`src/rtl/clk_ratio_meter_pkg.sv`:
```
// rtl/clk_ratio_meter_pkg.sv - shared FSM encodings and defaults for the divided-clock ratio meter
package clk_ratio_meter_pkg;

  typedef enum logic [1:0] {
    IDLE      = 2'd0,
    WAIT_RISE = 2'd1,
    MEAS_HIGH = 2'd2,
    MEAS_LOW  = 2'd3
  } state_e;

  localparam int unsigned DEFAULT_SYNC_STAGES = 2;
  localparam int unsigned DEFAULT_TIMEOUT     = 255;

endpackage

```
`src/rtl/clk_ratio_meter_bit_sync.sv`:
```
// rtl/clk_ratio_meter_bit_sync.sv - single-bit CDC flop chain, async active-low reset to 0
module bit_sync #(
  parameter int unsigned STAGES = 2
) (
  input  logic clk_i,
  input  logic rst_ni,
  input  logic d_i,
  output logic q_o
);

  logic [STAGES-1:0] sync_q;

  always_ff @(posedge clk_i or negedge rst_ni) begin
    if (!rst_ni) sync_q <= '0;
    else         sync_q <= {sync_q[STAGES-2:0], d_i};
  end

  assign q_o = sync_q[STAGES-1];

endmodule

```
`src/rtl/clk_ratio_meter.sv`:
```
// rtl/clk_ratio_meter.sv - measures period and high/low split of a divided clock in ref-clock cycles
module clk_ratio_meter
  import clk_ratio_meter_pkg::*;
#(
  parameter int unsigned SYNC_STAGES = DEFAULT_SYNC_STAGES,
  parameter int unsigned TIMEOUT     = DEFAULT_TIMEOUT
) (
  input  logic       i_ref_clk,
  input  logic       i_rst_n,
  input  logic       i_en,
  input  logic       i_div_clk,
  output logic [7:0] o_ratio,
  output logic [7:0] o_high_cnt,
  output logic [7:0] o_low_cnt,
  output logic       o_valid,
  output logic       o_locked,
  output logic       o_stuck
);

  localparam logic [7:0] TIMEOUT_CNT = 8'(TIMEOUT);

  state_e     state_q, state_d;
  logic       s, s_d_q;
  logic [7:0] cnt_q, cnt_d, high_tmp_q, high_tmp_d;
  logic [7:0] ratio_q, ratio_d, high_q, high_d, low_q, low_d;
  logic       valid_q, valid_d, locked_q, locked_d, stuck_q, stuck_d;
  logic       prev_seen_q, prev_seen_d;
  logic       rise, fall, edge_det, timeout;
  logic [8:0] sum;
  logic [7:0] sum_sat;

  bit_sync #(.STAGES(SYNC_STAGES)) u_sync (
    .clk_i  (i_ref_clk),
    .rst_ni (i_rst_n),
    .d_i    (i_div_clk),
    .q_o    (s)
  );

  assign rise     = s & ~s_d_q;
  assign fall     = ~s & s_d_q;
  assign edge_det = rise | fall;
  // An edge in the same cycle as the timeout wins, so the period is still measured.
  assign timeout  = (state_q != IDLE) && (cnt_q == TIMEOUT_CNT) && !edge_det;
  assign sum      = {1'b0, high_tmp_q} + {1'b0, cnt_q};
  assign sum_sat  = sum[8] ? 8'hFF : sum[7:0];

  always_ff @(posedge i_ref_clk or negedge i_rst_n) begin
    if (!i_rst_n) state_q <= IDLE;
    else          state_q <= state_d;
  end

  always_comb begin
    state_d = state_q;
    if (!i_en) begin
      state_d = IDLE;
    end else begin
      unique case (state_q)
        IDLE:      state_d = WAIT_RISE;
        WAIT_RISE: if (rise) state_d = MEAS_HIGH;
        MEAS_HIGH: if (fall) state_d = MEAS_LOW;  else if (timeout) state_d = WAIT_RISE;
        MEAS_LOW:  if (rise) state_d = MEAS_HIGH; else if (timeout) state_d = WAIT_RISE;
        default:   state_d = IDLE;
      endcase
    end
  end

  always_comb begin
    cnt_d       = cnt_q;
    high_tmp_d  = high_tmp_q;
    ratio_d     = ratio_q;
    high_d      = high_q;
    low_d       = low_q;
    valid_d     = 1'b0;
    locked_d    = locked_q;
    stuck_d     = stuck_q;
    prev_seen_d = prev_seen_q;
    if (!i_en || state_q == IDLE) begin
      cnt_d       = 8'd0;
      locked_d    = 1'b0;
      stuck_d     = 1'b0;
      prev_seen_d = 1'b0;
    end else begin
      if (edge_det)                 cnt_d = 8'd1;
      else if (cnt_q != TIMEOUT_CNT) cnt_d = cnt_q + 8'd1;
      if (rise) stuck_d = 1'b0;
      if (timeout) begin
        stuck_d     = 1'b1;
        locked_d    = 1'b0;
        ratio_d     = 8'd0;
        prev_seen_d = 1'b0;
      end else if (state_q == MEAS_HIGH && fall) begin
        high_tmp_d = cnt_q;
      end else if (state_q == MEAS_LOW && rise) begin
        low_d       = cnt_q;
        high_d      = high_tmp_q;
        ratio_d     = sum_sat;
        valid_d     = 1'b1;
        locked_d    = (sum_sat == ratio_q) && prev_seen_q;
        prev_seen_d = 1'b1;
      end
    end
  end

  always_ff @(posedge i_ref_clk or negedge i_rst_n) begin
    if (!i_rst_n) begin
      s_d_q       <= 1'b0;
      cnt_q       <= 8'd0;
      high_tmp_q  <= 8'd0;
      ratio_q     <= 8'd0;
      high_q      <= 8'd0;
      low_q       <= 8'd0;
      valid_q     <= 1'b0;
      locked_q    <= 1'b0;
      stuck_q     <= 1'b0;
      prev_seen_q <= 1'b0;
    end else begin
      s_d_q       <= s;
      cnt_q       <= cnt_d;
      high_tmp_q  <= high_tmp_d;
      ratio_q     <= ratio_d;
      high_q      <= high_d;
      low_q       <= low_d;
      valid_q     <= valid_d;
      locked_q    <= locked_d;
      stuck_q     <= stuck_d;
      prev_seen_q <= prev_seen_d;
    end
  end

  assign o_ratio    = ratio_q;
  assign o_high_cnt = high_q;
  assign o_low_cnt  = low_q;
  assign o_valid    = valid_q;
  assign o_locked   = locked_q;
  assign o_stuck    = stuck_q;

endmodule

```
`config.mk`:
```
export PLATFORM = sky130hd
export DESIGN_NAME = clk_ratio_meter
export DESIGN_NICKNAME = d
export VERILOG_FILES = /design/src/rtl/clk_ratio_meter_pkg.sv /design/src/rtl/clk_ratio_meter_bit_sync.sv /design/src/rtl/clk_ratio_meter.sv
export SDC_FILE = /design/constraint.sdc
export NUM_CORES = 1
export LEC_CHECK = 0
export CAP_MARGIN = 15
export CORE_MARGIN = 1.5
export CORE_UTILIZATION = 29
export CTS_CLUSTER_SIZE = 40
export DETAILED_ROUTE_END_ITERATION = 8
export PLACE_DENSITY = 0.44
export SYNTH_ARGS = -nofsm -noshare
export SYNTH_HDL_FRONTEND = slang
export SYNTH_SLANG_ARGS = --single-unit
```
`constraint.sdc`:
```
create_clock -name i_ref_clk -period 4.1 [get_ports i_ref_clk]
set_input_delay 0.82 -clock i_ref_clk [delete_from_list [all_inputs] [get_ports i_ref_clk]]
set_output_delay 0.82 -clock i_ref_clk [all_outputs]
set_load 0.005 [all_outputs]
```
==> impl_metrics.json <==
{
  "grt_pass1_vias": 1908,
  "hold_depth": 0,
  "drv_cap": 0,
  "worstSetupStartpointType": "register",
  "crit_type": "register to register",
  "post-route-drc-count": 0,
  "drt_first_iter_violations": 74,
  "worst_pin_slew_ps": 514,
  "syn_to_final_growth_pct": 19.5,
  "place_inst": 370,
  "cts_buffers": 5,
  "grt_max_degree": 28,
  "period_share_pct": 64.5,
  "power.total_mw": 0.852,
  "die_area_mm2": 0.00956,
  "die_h_um": 97.8,
  "power_leakage_nw": 1.47,
  "core.rowCount": 34,
  "max-slew-margin-rel_pct": 65.7,
  "r2r_end": "o_locked$_DFFE_PN0P_",
  "cp.required_ps": 4310,
  "grt_usage_pct": 13.5,
  "end_kind": "register",
  "r2r_start": "cnt_q[0]$_DFFE_PN0P_",
  "postSynthNetCount": 250,
  "ys_seq_area_share_pct": 47.1,
  "layout-drive-gt1-share_pct": 15.6,
  "hp-class": "register to register",
  "synth_area_mm2": 0.00260,
  "ff2ff_path_depth": 8,
  "status": "finished, final reports clean",
  "vias_per_cell": 5.16,
  "finalSetupViolations": 0,
  "p_per_area_mw_per_mm2": 274,
  "initial_core_util_pct": 29.9,
  "post_drt_wl_per_cell_um": 16.4,
  "hold_violations": 0,
  "antenna_found_initial": 0,
  "cts_setup_buffers": 0,
  "final_common_cell": "dfrtp_1",
  "numClockSinks": 49,
  "synth_cells": 234,
  "cts_root_buffer": "clkbuf_8",
  "cts_resized": 0,
  "drt-pass1-iter-count": 4,
  "port_buffers": 30,
  "stdcell_count": 377,
  "synth_warnings": 0,
  "rrSetupSlack_ps": 1460,
  "final_nets": 285,
  "core_mm2": 0.00872,
  "h-tree-depth": 2,
  "setup_tns_ps": 0,
  "period_needed_ps": 2640,
  "cts_hold_buf": 0,
  "whs_endpoint": "u_sync.sync_q[1]$_DFF_PN0_",
  "ir_drop_v": 0.000130,
  "antenna_cells": 0,
  "synth.avg_cell_area_um2": 11.1,
  "cts_tree": "built",
  "die_x_um": 97.8,
  "hp-start": "u_sync.sync_q[0]$_DFF_PN0_",
  "ys_async_sr_fraction_pct": 100,
  "grt-ovfl-total": 0,
  "grt_pass1_wl_um": 10300,
  "cts_buffer_depth": 2,
  "cp.arrival_ps": 2860,
  "final_util_pct": 35.7,
  "synth_seq_cells": 49,
  "drv_slew": 0,
  "synth_edf_count": 0,
  "rsz0062_at_grt": "no",
  "synthDistinctLibCells": 58,
  "io_pins": 31,
  "worstSkewPairLatency_ps": 300,
  "path_max_fanout": 7,
  "num_vias": 1946,
  "layout_common_cells": "49 x dfrtp_1, 29 x clkdlybuf4s50_1, 22 x mux2_2",
  "skew_ps": 9.61,
  "synthFlopType": "dfrtp_1",
  "gp_congestion": 0.799,
  "drt_wl_total_um": 6160,
  "fmax_mhz": 378,
  "fillers": 856,
  "path_clk_slew_ps": 90,
  "ant_nets": 0,
  "dp_hpwl_um": 4450
}
## registers in the layout, indices dropped and copies added, names as in the netlist
register       count
o_ratio            8
u_sync.sync_q      2
cnt_q              8
o_stuck            1
o_valid            1
s_d_q              1
o_low_cnt          8
o_high_cnt         8
high_tmp_q         8
o_locked           1
state_q            2
prev_seen_q        1
## cell families after synthesis
kind of cell    Yosys count  share of synthesized area (%)
compound gates           65                           18.1
simple gates             64                           13.5
flops                    49                           47.1
mux                      24                           10.3
fa+ha+maj                12                           6.05
buf+inv                  11                           1.92
xor+xnor                  9                           3.03
## worst max-delay path, stage by stage, from the launching register on
cell and delay (ps):
dfrtp_1 480, ha_1 270, fa_1 420, a21oi_1 210
nand4bb_1 150, o2111ai_1 170, or3_1 340, a211o_1 310
o31ai_2 200
## cell usage after synthesis (all sizes together) (3+ instances only)
| cell type | number | area share, % |
|---|---|---|
| dfrtp | 49 | 47 |
| mux2 | 22 | 9.5 |
| nand2 | 17 | 2.6 |
| a21oi | 15 | 3.2 |
| o21ai | 12 | 2.4 |
| ha | 11 | 5.3 |
| nand3 | 11 | 2.1 |
| nor2 | 10 | 1.4 |
| xor2 | 8 | 2.7 |
| inv | 6 | 0.86 |
| a22o | 4 | 1.3 |
| nand2b | 4 | 0.96 |
| nor3b | 4 | 1.2 |
| a21o | 3 | 0.86 |
| and3 | 3 | 0.72 |
| clkbuf | 3 | 0.43 |
| o21a | 3 | 0.86 |
## per-layer routing
| metal | vias up | share of wire [%] | wire length [µm] | GRT usage (%) |
|---|---|---|---|---|
| met5 | - | 0 | 0 | 0 |
| met4 | 0 | 1.2 | 75 | 4.18 |
| met3 | 7 | 2.2 | 133 | 2.15 |
| met2 | 33 | 44 | 2710 | 20.1 |
| met1 | 956 | 53 | 3250 | 20.3 |
| li1 | 950 | - | - | - |
## stage by stage
step	area, µm²	hold WS, ps	setup slack (ps)
4_1_cts	3110	361	1460
6_report	3110	358	1460
2_1_floorplan	2610	331	1720
3_5_place_dp	3030	339	1420
5_1_grt	3110	374	1290
3_3_place_gp	3030	346	1460
## area by class of cell
class	count	area, µm²	area share [%]
multi-input combinational	174	1330	42.7
sequential	49	1230	39.4
timing repair buffer	33	318	10.2
inverter	6	22.5	0.724
clock buffer	6	72.6	2.33
tap	108	135	4.34
clock inverter	1	8.76	0.281
## how the worst max path moves through the flow
| stage | slack, ps | startpoint | endpoint |
|---|---|---|---|
| 6_report | 1460 | cnt_q[0]$_DFFE_PN0P_ | o_locked$_DFFE_PN0P_ |
| 3_5_place_dp | 1420 | i_en | o_low_cnt[2]$_DFFE_PN0P_ |
| 4_1_cts | 1460 | cnt_q[0]$_DFFE_PN0P_ | o_locked$_DFFE_PN0P_ |
| 2_1_floorplan | 1720 | cnt_q[0]$_DFFE_PN0P_ | o_locked$_DFFE_PN0P_ |
| 5_1_grt | 1290 | cnt_q[0]$_DFFE_PN0P_ | o_locked$_DFFE_PN0P_ |
| 3_3_place_gp | 1460 | i_en | o_low_cnt[0]$_DFFE_PN0P_ |
## report_power, final
part	switching, mW	total, mW	internal (mW)
Sequential	0.0123	0.506	0.494
Clock	0.165	0.283	0.119
Combinational	0.0336	0.0623	0.0287
Total	0.211	0.852	0.641
Note: power is estimated with default switching activity, not from simulation.
==> patch: new RTL, same settings <==
`DEFAULT_SYNC_STAGES`: 2 -> 4.
--- a/src/rtl/clk_ratio_meter_pkg.sv
+++ b/src/rtl/clk_ratio_meter_pkg.sv
@@ -8,7 +8,7 @@
     MEAS_LOW  = 2'd3
   } state_e;
 
-  localparam int unsigned DEFAULT_SYNC_STAGES = 2;
+  localparam int unsigned DEFAULT_SYNC_STAGES = 4;
   localparam int unsigned DEFAULT_TIMEOUT     = 255;
 
 endpackage
Check against the original RTL: not equivalent (a bounded check fails within 10 cycles, from zero or initial values and one cycle with i_rst_n low).
==> patch against the original RTL <==
- routed wire length down 4.5%
- total power up 8.6%
- sequential cell count up 2
- design area down 0.32%
- area after synthesis down 0.62%
- largest power group unchanged
- worst setup slack worse by 0.33 ns
- global-route usage down 0.22 points
- sequential share of layout area up 1.7 points
- highest routed layer unchanged
==> patch: results (changes against the original RTL) <==
Nets: 293 (was 285)
Synth Register Bits: 51 (was 49)
CP Max Fanout: 11 (was 7)
largest net degree at the start of global routing: 41 (was 28)
CP peak stage delay: 0.53 ns (was 0.48 ns)
inverters: 9 (was 6)
multi-input logic portion of the cell area: 39.98% (was 42.70%)
library cells used by synthesis: 52 (was 58)
synth top area cells: dfrtp_1 (49%), mux2_2 (6.1%), nand2_1 (5.7%), ha_1 (5.3%), o21ai_0 (2.9%) (was dfrtp_1 (47%), mux2_2 (9.5%), ha_1 (5.3%), xor2_1 (2.7%), a21oi_1 (2.5%))
post-DR wirelength/cell: 15.29 microns (was 16.35 microns)
met2 wire len: 2.665 mm (was 2.707 mm)
WP data arrival: 3.19 ns (was 2.86 ns)
Max VDD drop: 0.1257 mV (was 0.1298 mV)
M1 GR Usage: 18.77% (was 20.29%)
Top delay family on crit path: simple AND/OR/NAND/NOR gates (was compound AO/OA/AOI/OAI gates)
M2 GR Usage: 21.21% (was 20.09%)
leak pwr: 1.459 nW (was 1.469 nW)
status: finished clean (unchanged)
synth cell count leaders: dfrtp_1 (51), nand2_1 (39), o21ai_0 (15), mux2_2 (14), ha_1 (11) (was dfrtp_1 (49), mux2_2 (22), nand2_1 (15), a21oi_1 (13))
Final clock-cell share: 3.429% (was 2.614%)
Hold WS: 0.3546 ns (was 0.3577 ns)
Total Routing Usage GR: 13.32% (was 13.55%)
layout cells sized above 1: 12.27% (was 15.61%)
hpwl dp: 4.340 mm (was 4.452 mm)
Final Wtd Congestion: 0.8121 (was 0.7993)
clk_skew: 0.01049 ns (was 0.009614 ns)
Worst path slowest cell: or4_1 (was dfrtp_1)
global-route wire length before repair: 10.14 mm (was 10.34 mm)
Placed Cells incl. Taps: 378 (was 370)
met3 routed WL: 141 microns (was 133 microns)
met1 WL: 3.007 mm (was 3.247 mm)
Mean Syn Cell Area: 10.61 sq um (was 11.13 sq um)
non-clk buf share: 10.00% (was 10.21%)
reg2reg path depth: 9 (was 8)
Signal buffers: 32 (was 33)
syn_nets: 260 (was 250)
met3 Use GR: 2.158% (was 2.147%)
sequential cell area share: 41.15% (was 39.41%)
sequential share of the synthesized area: 49.30% (was 47.07%)
## patch: power by group
group | switching [W] | internal, W | total (W)
clock network | 0.000172 | 0.000179 | 0.000351
logic | 0.0000312 | 0.0000234 | 0.0000546
registers | 0.00000969 | 0.000510 | 0.000520
## patch: metrics by stage
step	cell area [sq um]	setup WS, ns	total power [W]	utilization (%)
after floorplan	2589	1.524	0.0005585	-
after global placement	2995	1.222	0.0005860	34.52
after detailed placement	2995	1.134	0.0005857	34.52
after CTS	3102	1.105	0.0009447	35.74
after global routing	3102	0.8744	0.0009750	35.74
final	3102	1.124	0.0009254	35.74
## patch: kinds of logic (layout without fill, tap and decap cells)
logic type / count (synthesis) / after routing / synth area share, %
mux: 16 / 16 / 6.863
buf+inv: 15 / 48 / 2.803
compound gates: 55 / 55 / 14.65
simple gates: 83 / 83 / 16.24
flops: 51 / 51 / 49.30
fa+ha+maj: 12 / 12 / 6.090
xor+xnor: 12 / 12 / 4.060
